===== src/rtl/golden_nonce_uart_tx.sv =====
// Golden-nonce reporter: buffers found nonces in a small FIFO and sends each one to the
// host as little-endian 8N1 bytes. Define NONCE_TX_CHECKSUM_EN to append an XOR checksum byte.
module golden_nonce_uart_tx #(
  parameter int BAUD_DIV        = 868,
  parameter int FIFO_DEPTH_LOG2 = 2
) (
  input  logic        hash_clk,
  input  logic        reset,
  input  logic        golden_nonce_valid,
  input  logic [31:0] golden_nonce,
  output logic        uart_tx,
  output logic        busy,
  output logic        overflow
);

  localparam int BW = (BAUD_DIV > 1) ? $clog2(BAUD_DIV) : 1;
  localparam logic [BW-1:0] BAUD_LAST = BW'(BAUD_DIV - 1);

`ifdef NONCE_TX_CHECKSUM_EN
  localparam int NBYTES = 5;
`else
  localparam int NBYTES = 4;
`endif

  localparam int SR_W = 8 * NBYTES;
  localparam logic [2:0] LAST_BYTE = 3'(NBYTES - 1);

  localparam int AW    = FIFO_DEPTH_LOG2;
  localparam int DEPTH = 1 << AW;
  localparam logic [AW:0] FULL_CNT = (AW + 1)'(DEPTH);

  typedef enum logic [1:0] {
    IDLE,
    START,
    DATA,
    STOP
  } state_t;

  state_t          state;
  logic [BW-1:0]   baud_cnt;
  logic [2:0]      bit_cnt;
  logic [2:0]      byte_idx;
  logic [SR_W-1:0] shift_reg;

  logic [31:0]     fifo_mem [DEPTH];
  logic [AW-1:0]   wr_ptr;
  logic [AW-1:0]   rd_ptr;
  logic [AW:0]     fifo_cnt;
  logic            fifo_push;
  logic            fifo_pop;
  logic [31:0]     head;
  logic [SR_W-1:0] load_word;
  logic            baud_wrap;

  assign head      = fifo_mem[rd_ptr];
  assign fifo_pop  = (state == IDLE) && (fifo_cnt != '0);
  // A pop on the same edge frees the slot, so a push into a full FIFO is still accepted.
  assign fifo_push = golden_nonce_valid && ((fifo_cnt != FULL_CNT) || fifo_pop);
  assign baud_wrap = (baud_cnt == BAUD_LAST);
  assign busy      = (state != IDLE) || (fifo_cnt != '0);

`ifdef NONCE_TX_CHECKSUM_EN
  assign load_word = {head[31:24] ^ head[23:16] ^ head[15:8] ^ head[7:0], head};
`else
  assign load_word = head;
`endif

  // NOTE: the storage array is deliberately not reset; pointers and count define its contents.
  always_ff @(posedge hash_clk) begin
    if (fifo_push) begin
      fifo_mem[wr_ptr] <= golden_nonce;
    end
  end

  always_ff @(posedge hash_clk or posedge reset) begin
    if (reset) begin
      wr_ptr   <= '0;
      rd_ptr   <= '0;
      fifo_cnt <= '0;
      overflow <= 1'b0;
    end else begin
      if (fifo_push) begin
        wr_ptr <= wr_ptr + 1'b1;
      end
      if (fifo_pop) begin
        rd_ptr <= rd_ptr + 1'b1;
      end
      case ({fifo_push, fifo_pop})
        2'b10:   fifo_cnt <= fifo_cnt + 1'b1;
        2'b01:   fifo_cnt <= fifo_cnt - 1'b1;
        default: fifo_cnt <= fifo_cnt;
      endcase
      if (golden_nonce_valid && !fifo_push) begin
        overflow <= 1'b1;
      end
    end
  end

  // The shift register moves right one place per data bit, so after 8 bits the
  // next byte of the frame is already sitting at the bottom.
  always_ff @(posedge hash_clk or posedge reset) begin
    if (reset) begin
      state     <= IDLE;
      baud_cnt  <= '0;
      bit_cnt   <= '0;
      byte_idx  <= '0;
      shift_reg <= '0;
      uart_tx   <= 1'b1;
    end else begin
      case (state)
        IDLE: begin
          if (fifo_cnt != '0) begin
            shift_reg <= load_word;
            byte_idx  <= '0;
            bit_cnt   <= '0;
            baud_cnt  <= '0;
            uart_tx   <= 1'b0;
            state     <= START;
          end
        end

        START: begin
          if (baud_wrap) begin
            baud_cnt <= '0;
            uart_tx  <= shift_reg[0];
            state    <= DATA;
          end else begin
            baud_cnt <= baud_cnt + 1'b1;
          end
        end

        DATA: begin
          if (baud_wrap) begin
            baud_cnt  <= '0;
            shift_reg <= shift_reg >> 1;
            if (bit_cnt == 3'd7) begin
              bit_cnt <= '0;
              uart_tx <= 1'b1;
              state   <= STOP;
            end else begin
              bit_cnt <= bit_cnt + 1'b1;
              uart_tx <= shift_reg[1];
            end
          end else begin
            baud_cnt <= baud_cnt + 1'b1;
          end
        end

        STOP: begin
          if (baud_wrap) begin
            baud_cnt <= '0;
            if (byte_idx != LAST_BYTE) begin
              byte_idx <= byte_idx + 1'b1;
              uart_tx  <= 1'b0;
              state    <= START;
            end else begin
              state <= IDLE;
            end
          end else begin
            baud_cnt <= baud_cnt + 1'b1;
          end
        end

        default: state <= IDLE;
      endcase
    end
  end

endmodule


===== config.mk =====
export PLATFORM = sky130hd
export DESIGN_NAME = golden_nonce_uart_tx
export DESIGN_NICKNAME = d
export VERILOG_FILES = /design/src/rtl/golden_nonce_uart_tx.sv
export SDC_FILE = /design/constraint.sdc
export NUM_CORES = 1
export LEC_CHECK = 0
export ABC_AREA = 1
export CAP_MARGIN = 20
export CORE_MARGIN = 2
export CORE_UTILIZATION = 54
export DETAILED_ROUTE_END_ITERATION = 6
export PLACE_DENSITY = 0.72
export SYNTH_ARGS = -nofsm -noshare
export SYNTH_HDL_FRONTEND = slang
export SYNTH_SLANG_ARGS = --single-unit

===== constraint.sdc =====
create_clock -name hash_clk -period 2.8 [get_ports hash_clk]
set_clock_uncertainty 0.1 [all_clocks]
set_input_delay 0.7 -clock hash_clk [delete_from_list [all_inputs] [get_ports hash_clk]]
set_output_delay 0.7 -clock hash_clk [all_outputs]
set_load 0.02 [all_outputs]

==> results.ini <==
[run_status]
run_status=completed

[floorplan]
core_um2=14600
die_w_um=127
fp-row-count=44
start_util_pct=55.7
die_h_um=127
ios=38
dieArea_um2=16000

[clock_tree]
post_cts_buffers=0
root_buffer=clkbuf_16
cts_hold_buf=0
insertion_delay_ns=0.43
cts-resized-gates=0
clock_path_buffers=2
clk_pin_slew_ns=0.06
cts_tree=done
numClockSinks=187
htreeDepth=4
cts_buffers=17

[synthesis]
yosys_warnings=0
ys_ff_latch=187
syn_area_um2=8120
synth_nets=857
postSynthCellCount=807
syn_area_per_cell_um2=10.1
ys_types=28
seq_area_frac_synth_pct=65.5

[setup_path]
crit_family=buffers and inverters
slowest_delay_ns=0.60
cp_data_required_time_ns=2.00
crit_path_top_delay_cell=clkdlybuf4s50_1
critPathBufInv=2
path_cells=inv_1 -> ha_1 -> nand3_2 -> clkdlybuf4s50_1
end_kind=primary output
worstPathArrival_ns=1.89
start_kind=flip-flop
cp_max_fo=4
worstSetupPathType=flip-flop to primary output

[pwr]
powerDensity_nw_per_um2=700
irDropWorstVdd_v=0.000457
p_leak_uw=0.00388
power_uw=6470

[timing]
worst_slew_pin_slew_ns=0.884
fin_crit_sh_pct=96.2
rsz0062_at_grt=no
hold-worst-slack_ns=0.365
slew_headroom_pct=40.7
maxSlewViolCount=0
fin_crit_ns=2.69
timing.fmax_ghz=0.371
hold_viol_final=0
setup_viol=0
setup-tns-final_ns=0

[grt]
grt_max_degree=66
grt_overflow=0
grtUsageTotal_pct=21.7
antenna_found_initial=0
grt_pass1_wl_um=27100
grt_pass1_vias=5653

[drt]
vias_per_cell=5.32
wl_met1_um=6760
first_pass_iters=4
antenna_left=0
top_layer=met4
wirelength_um=16000
drc=0
wl_per_cell_um=15.4
drtIter0Drc=384
dr_wl_met3_um=816
wl_met2_um=8190
num_vias=5535

[placed_design]
portBuffers=37
place_hpwl_um=9700
gp_routability_congestion=0.769
place_inst=1008

[min_path]
min_path_type=flip-flop to flip-flop

[layout]
final_common_cell=nand2_1
nets=893
largest_reg_flops=128
syn_to_final_growth_pct=13.8
final_core_util_pct=63.3
fin_cells=1040
drive_gt1_share_pct=7.83
num_antenna_cells=0
final_cell_mix=nand2_1 (331), edfxtp_1 (128), nand3_1 (108)
fill_cells=1193

[run]
maxCapViolations=0

## worst min-delay path: cells and delay by family, from the launching register on
family | cells | cell delay [ns]
DFF | 1 | 0.37
and+or+nand+nor | 2 | 0.09
## final cells by class
class	instances	area (um2)	share of cell area [%]
Inverter	43	161	1.75
Tap cell	184	230	2.49
Clock inverter	9	73.8	0.799
Timing Repair Buffer	53	553	5.99
Multi-Input combinational cell	541	2450	26.5
Sequential cell	187	5320	57.6
Clock buffer	23	448	4.85
## cells in the mapped netlist
| cell type | count | area [um2] |
|---|---|---|
| a21oi_1 | 6 | 30.0 |
| a31oi_1 | 1 | 6.26 |
| buf_2 | 21 | 105 |
| buf_4 | 3 | 22.5 |
| buf_6 | 2 | 22.5 |
| buf_8 | 1 | 15.0 |
| clkbuf_1 | 9 | 33.8 |
| dfrtp_1 | 58 | 1450 |
| dfstp_2 | 1 | 26.3 |
| edfxtp_1 | 128 | 3840 |
| fa_1 | 1 | 20.0 |
| ha_1 | 14 | 175 |
| inv_1 | 42 | 158 |
| inv_2 | 1 | 3.75 |
| nand2_1 | 331 | 1240 |
| nand2_2 | 14 | 87.6 |
| nand3_1 | 108 | 541 |
| nand3_2 | 2 | 20.0 |
| nand4_1 | 9 | 56.3 |
| nor2_1 | 33 | 124 |
| nor2_4 | 1 | 11.3 |
| nor3_1 | 3 | 15.0 |
| o211ai_1 | 1 | 7.51 |
| o21ai_0 | 9 | 45.0 |
| o21ai_1 | 1 | 5.00 |
| o21bai_1 | 2 | 15.0 |
| or2_2 | 2 | 12.5 |
| xor2_1 | 3 | 26.3 |
## layer usage
metal  up-vias  GRT usage (%)
met3        26           5.31
li1       2730              -
met2       137           36.8
met5         -              0
met4         0           7.43
met1      2642           27.4
## final timing paths
check / from / endpoint / slack, ns / depth (start not counted)
worst max-delay path: state[1] / busy / 0.11 / 4
worst min-delay path: uart_tx / uart_tx / 0.37 / 2
worst max register to register: state[1] / fifo_cnt[2] / 0.48 / 11
worst min register to register: uart_tx / uart_tx / 0.37 / 2
max in group asynchronous: reset / uart_tx / 1.55 / 3
min in group asynchronous: reset / shift_reg[16] / 0.45 / 2
## per-stage QoR
stage               setup WS (ns)  instance area, um2
floorplan                  -0.204                8120
global placement            0.503                8720
detailed placement          0.392                8720
CTS                        0.0408                9240
global route               0.0229                9240
finish                      0.107                9240
## cell families (layout without fill, tap and decap cells)
kind of cell | count (synthesis) | after routing | share of synthesized area [%]
AND/OR/NAND/NOR | 503 | 503 | 26.0
XOR/XNOR | 3 | 3 | 0.324
adder cells (fa/ha/maj) | 15 | 15 | 2.40
flip-flops | 187 | 187 | 65.5
buffers and inverters | 79 | 128 | 4.44
AO/OA/AOI/OAI | 20 | 20 | 1.34
## report_power, final
group / internal (uW) / switching (uW) / total (uW) / leakage [uW]
sequential: 3410 / 110 / 3520 / 0.00188
clock: 1210 / 940 / 2150 / 0.000255
combinational: 275 / 520 / 796 / 0.00174
Power figures use the tool's default switching activity.
